[src/rtl/pixel_word_packer_if.sv]
// Pixel-in / word-out valid-ready bundle for the pixel word packer.
// The packer uses the slave view; the producer/consumer side uses master.
interface pixel_word_packer_if #(
  parameter int INW  = 8,
  parameter int OUTW = 64,
  parameter int LW   = 3
);
  logic            in_valid;
  logic            in_ready;
  logic [INW-1:0]  in_data;
  logic            in_last;
  logic            out_valid;
  logic            out_ready;
  logic [OUTW-1:0] out_data;
  logic            out_last;
  logic [LW:0]     out_count;

  modport slave (
    input  in_valid,
    input  in_data,
    input  in_last,
    input  out_ready,
    output in_ready,
    output out_valid,
    output out_data,
    output out_last,
    output out_count
  );

  modport master (
    output in_valid,
    output in_data,
    output in_last,
    output out_ready,
    input  in_ready,
    input  out_valid,
    input  out_data,
    input  out_last,
    input  out_count
  );
endinterface

[src/rtl/pixel_word_packer.sv]
// Packs narrow pixels LSB-lane-first into wide words; in_last flushes a
// zero-padded partial word and reports how many lanes it carries.
module pixel_word_packer #(
  parameter int INLOGBITS  = 3,
  parameter int OUTLOGBITS = 6
) (
  input logic                clk,
  input logic                rst_n,
  pixel_word_packer_if.slave bus
);
  localparam int OUTW = 1 << OUTLOGBITS;
  localparam int LW   = OUTLOGBITS - INLOGBITS;

  localparam logic [INLOGBITS-1:0] LANE_LSB = '0;
  localparam logic [LW:0]          ONE      = {{LW{1'b0}}, 1'b1};

  logic [LW-1:0]   idx_q, idx_d;
  logic [OUTW-1:0] acc_q, acc_d;
  logic            out_valid_q, out_valid_d;
  logic [OUTW-1:0] out_data_q, out_data_d;
  logic            out_last_q, out_last_d;
  logic [LW:0]     out_count_q, out_count_d;

  logic            in_ready;
  logic            accept;
  logic            complete;
  logic [OUTW-1:0] merged;

  assign in_ready = !out_valid_q || bus.out_ready;
  assign accept   = bus.in_valid && in_ready;
  assign complete = accept && ((&idx_q) || bus.in_last);

  // Lanes above idx are still zero, so OR-ing in the new lane is enough.
  assign merged = acc_q
                | (OUTW'(bus.in_data) << {idx_q, LANE_LSB});

  always_comb begin
    idx_d       = idx_q;
    acc_d       = acc_q;
    out_valid_d = out_valid_q;
    out_data_d  = out_data_q;
    out_last_d  = out_last_q;
    out_count_d = out_count_q;

    if (out_valid_q && bus.out_ready) begin
      out_valid_d = 1'b0;
    end

    if (complete) begin
      out_valid_d = 1'b1;
      out_data_d  = merged;
      out_last_d  = bus.in_last;
      out_count_d = {1'b0, idx_q} + ONE;
      idx_d       = '0;
      acc_d       = '0;
    end else if (accept) begin
      idx_d = idx_q + 1'b1;
      acc_d = merged;
    end
  end

  always_ff @(posedge clk or negedge rst_n) begin
    if (!rst_n) begin
      idx_q       <= '0;
      acc_q       <= '0;
      out_valid_q <= 1'b0;
      out_data_q  <= '0;
      out_last_q  <= 1'b0;
      out_count_q <= '0;
    end else begin
      idx_q       <= idx_d;
      acc_q       <= acc_d;
      out_valid_q <= out_valid_d;
      out_data_q  <= out_data_d;
      out_last_q  <= out_last_d;
      out_count_q <= out_count_d;
    end
  end

  assign bus.in_ready  = in_ready;
  assign bus.out_valid = out_valid_q;
  assign bus.out_data  = out_data_q;
  assign bus.out_last  = out_last_q;
  assign bus.out_count = out_count_q;
endmodule
[src/flat_wrapper.sv]
// flat-port wrapper written by rule: the top's interface ports become plain ports
module pixel_word_packer_flat 
#(
  parameter int INLOGBITS  = 3,
  parameter int OUTLOGBITS = 6
)
  (clk, rst_n, bus_in_valid, bus_in_data, bus_in_last, bus_out_ready, bus_in_ready, bus_out_valid, bus_out_data, bus_out_last, bus_out_count);
  pixel_word_packer_if bus_i ();
  input logic clk;
  input logic rst_n;
  input wire logic [$bits(bus_i.in_valid)-1:0] bus_in_valid;
  input wire logic [$bits(bus_i.in_data)-1:0] bus_in_data;
  input wire logic [$bits(bus_i.in_last)-1:0] bus_in_last;
  input wire logic [$bits(bus_i.out_ready)-1:0] bus_out_ready;
  output wire logic [$bits(bus_i.in_ready)-1:0] bus_in_ready;
  output wire logic [$bits(bus_i.out_valid)-1:0] bus_out_valid;
  output wire logic [$bits(bus_i.out_data)-1:0] bus_out_data;
  output wire logic [$bits(bus_i.out_last)-1:0] bus_out_last;
  output wire logic [$bits(bus_i.out_count)-1:0] bus_out_count;
  assign bus_i.in_valid = bus_in_valid;
  assign bus_i.in_data = bus_in_data;
  assign bus_i.in_last = bus_in_last;
  assign bus_i.out_ready = bus_out_ready;
  assign bus_in_ready = bus_i.in_ready;
  assign bus_out_valid = bus_i.out_valid;
  assign bus_out_data = bus_i.out_data;
  assign bus_out_last = bus_i.out_last;
  assign bus_out_count = bus_i.out_count;
  pixel_word_packer #(.INLOGBITS(INLOGBITS), .OUTLOGBITS(OUTLOGBITS)) u_core (.clk(clk), .rst_n(rst_n), .bus(bus_i));
endmodule
[config.mk]
export PLATFORM = sky130hd
export DESIGN_NAME = pixel_word_packer_flat
export DESIGN_NICKNAME = d
export VERILOG_FILES = /design/src/rtl/pixel_word_packer_if.sv /design/src/rtl/pixel_word_packer.sv /design/src/flat_wrapper.sv
export SDC_FILE = /design/constraint.sdc
export NUM_CORES = 1
export LEC_CHECK = 0
export ABC_AREA = 0
export CORE_MARGIN = 5
export CORE_UTILIZATION = 40
export CTS_BUF_LIST = sky130_fd_sc_hd__clkbuf_8 sky130_fd_sc_hd__clkbuf_16
export CTS_CLUSTER_DIAMETER = 60
export DETAILED_ROUTE_END_ITERATION = 12
export PLACE_DENSITY = 0.63
export SYNTH_ARGS = -nofsm -noshare
export SYNTH_HDL_FRONTEND = slang
export SYNTH_SLANG_ARGS = --single-unit
[constraint.sdc]
create_clock -name clk -period 2.2 [get_ports clk]
set_input_delay 0.44 -clock clk [delete_from_list [all_inputs] [get_ports clk]]
set_output_delay 0.44 -clock clk [all_outputs]
set_load 0.005 [all_outputs]
==> results.md <==
- Clk pin slew, worst setup/hold paths: 0.05 ns
- Antenna viol nets, final: 0
- Sw Ratio: about 28%
- Crit-path max FO: 16
- Arrival @ worst endpoint: around 2.4 ns
- Min-delay worst type: in2reg
- Final setup TNS: 0 ns
- Remaining DRCs: 0
- Rel. slew slack: between 10% and 20%
- Inserted Diodes: 0
- First-pass GRT wire length: roughly 26,000 um
- Syn_area_per_cell: between 10 and 15 sq um
- Post-layout net count: 649
- Hold slack: around 0.41 ns
- Die W: ~130 um
- Synth Instances: about 560
- Psw: roughly 2200 uW
- Drt total wl: approximately 16,000 um
- Post-CTS sizing: 0
- First-pass iteration count of the detailed router: 5
- Logic pwr share: a little under a quarter
- Routed vias/inst: between 5 and 6
- FF+latch count, synth: ~140
- CTS tree: yes
- Sequential Power Share: just over 40%
- Yosys top cell area share: a little under three fifths
- H-tree depth: 4
- Iter 0 DRT Violations: 460
- Clk_lat worst skew: ~0.42 ns
- Share of post-route cells with drive strength above 1: between 10 and 15%
- Via count: 4,725
- Vias in the first global route: 4,902
- Worst setup margin: approximately 0.15 ns
- Root buf cell: clkbuf_16
- Initial antenna violation count: 0
- Max Cap Viol: 0
- PwrDens: 1010 nW/um^2
- Post-CTS Setup Inserts: 0
- Max rail drop VDD: 0.602 mV
- # IOs: 84
- Final max-slew violation count: 0
- CP startpoint: u_core.idx_q[0]$_DFFE_PN0P_
- Place WS: roughly 0.14 ns
- R2r startpoint: u_core.idx_q[0]$_DFFE_PN0P_
- CP startpoint kind: flip-flop
- Tcrit/Tclk final: ~93%
- Wire length per cell: between 15 and 20 um
- Crit path capture type: flip-flop
- Sequential cell area: about 3400 sq um
- Tmin final: between 2 and 2.5 ns
- Row cnt: between 40 and 50
- Hold-fix buffers, CTS: 1
- Total grt overflow: 0
- Chip height: about 130 um
- Final clock skew: roughly 0.011 ns
- Multi-input gate area: approximately 2100 sq um
- Outcome: completed
- Pleak: around 0.0034 uW
- Most common cell after layout, fill and taps aside: dfrtp_1
- Sequential area share after synthesis: a little under three fifths
- Most frequent cells in the layout: dfrtp_1, clkdlybuf4s50_1, inv_1
- GRT Overall Usage: 18.5%
- Biggest area consumer among synthesized cells: dfrtp_1
- Worst Tran Pin Value: between 1 and 1.5 ns
- Crit Reg-Reg Endpoint: u_core.bus.out_data[48]$_DFFE_PN0P_
- Clock sinks: 137
- Highest clock rate: about 0.49 GHz
- Critical setup path kind: reg2reg
- Core Region: approximately 15,000 sq um
- CTS Buf Count: 17
- Yosys warns: 0
- R2R setup slack: 0.15 ns
- Syn nets: approximately 570
- IO Port Bufs: 83
- Initial Util: 40.5%
- Internal power: approximately 5700 uW
- Worst setup path end: u_core.bus.out_data[48]$_DFFE_PN0P_
- Final setup viols: 0
- Total power: between 7000 and 8000 uW
- Unrepaired setup endpoints after global routing: false
- Pin count of the biggest net entering global routing: between 60 and 70
- Clock share of power: 35.8%
- Final hold viol count: 0
- Fillers: 1,331
- Detailed placement HPWL: between 10,000 and 15,000 um
- Synth Cell Area: ~6100 sq um
- Largest cells by area after synthesis: dfrtp_1, mux2i_1, a41oi_1, inv_1, nor2_1
- Count of cell types in the netlist: 31
- Die area: 17,800 sq um
- Clock Path Buffers: 2
- GPL Wtd Cong: slightly above 0.8
- Worst r2r path cells: 4
- Layout area overhead: 27.7%
- WP data required: between 2 and 3 ns
-- state kept, by name, indices dropped and copies added, names as in the netlist --
register and cells:
u_core.idx_q 3, u_core.bus.out_valid 1, u_core.bus.out_last 1, u_core.bus.out_count 4, u_core.bus.out_data 64, u_core.acc_q 64
-- power groups by stage --
stage | registers (uW) | logic, uW | clock network (uW)
2_1_floorplan | 3220 | 873 | 0
3_3_place_gp | 3230 | 1830 | 0
3_5_place_dp | 3240 | 1860 | 0
4_1_cts | 3200 | 1880 | 2880
5_1_grt | 3260 | 2050 | 2970
6_report | 3200 | 1860 | 2820
-- worst max-delay path: stages (launching register included) --
cell     delay (ns)
dfrtp_1        0.40
buf_4          0.17
nor2b_1        0.97
a31oi_1        0.22
mux2i_1        0.19
-- cells by family after synthesis --
family                   count (synthesis)  synth area share (%)
AO/OA/AOI/OAI                          135                  15.8
multiplexers                            67                  11.2
flip-flops                             137                  56.1
AND/OR/NAND/NOR                         93                  7.56
buffers and inverters                  124                  8.97
adder cells (fa/ha/maj)                  2                 0.410
-- cell usage after synthesis, drive strengths merged --
cell type    n
a21oi       32
a22o         1
a31oi       32
a41oi       64
and2         1
and3         1
and3b        3
buf         36
clkbuf      20
dfrtp      137
ha           2
inv         68
mux2         3
mux2i       64
nand2        1
nand3        1
nand4        2
nor2        67
nor2b       11
nor3         2
nor3b        3
o21ai        5
o31ai        1
or3          1
-- per-layer routing --
layer	GRT usage (%)	vias to the layer above	part of all wire (%)
met5	0	-	0
met4	9.43	0	3.2
met3	4.53	38	5.8
met2	26.4	183	44
met1	26.0	2387	47
li1	-	2117	-
-- cell type report --
class | instances | share of cell area [%]
clock buffer | 17 | 5.45
clock inverter | 15 | 2.09
inverter | 68 | 3.27
multi-input combinational | 297 | 27.4
sequential | 137 | 44.0
tap | 188 | 3.02
timing repair buffer | 113 | 14.8
-- metrics by stage --
step,instance area (sq um),util [%],cells
after detailed placement,7200,47.7,802
after global routing,7800,51.7,835
after floorplan,6110,-,558
final,7800,51.7,835
after CTS,7800,51.7,835
after global placement,7200,47.7,802
-- how the worst min path moves through the flow --
stage / cells after the start / slack [ns] / endpoint / start
final: 4 / 0.41 / u_core.bus.out_count[0]$_DFFE_PN0P_ / bus_in_valid
after global routing: 4 / 0.43 / u_core.bus.out_count[0]$_DFFE_PN0P_ / bus_in_valid
after global placement: 1 / 0.41 / u_core.acc_q[20]$_DFFE_PN0P_ / rst_n
after detailed placement: 1 / 0.42 / u_core.acc_q[22]$_DFFE_PN0P_ / rst_n
after CTS: 4 / 0.41 / u_core.bus.out_count[0]$_DFFE_PN0P_ / bus_in_valid
after floorplan: 0 / 0.14 / u_core.acc_q[0]$_DFFE_PN0P_ / rst_n
No activity file was read; power rests on OpenSTA's default activity.
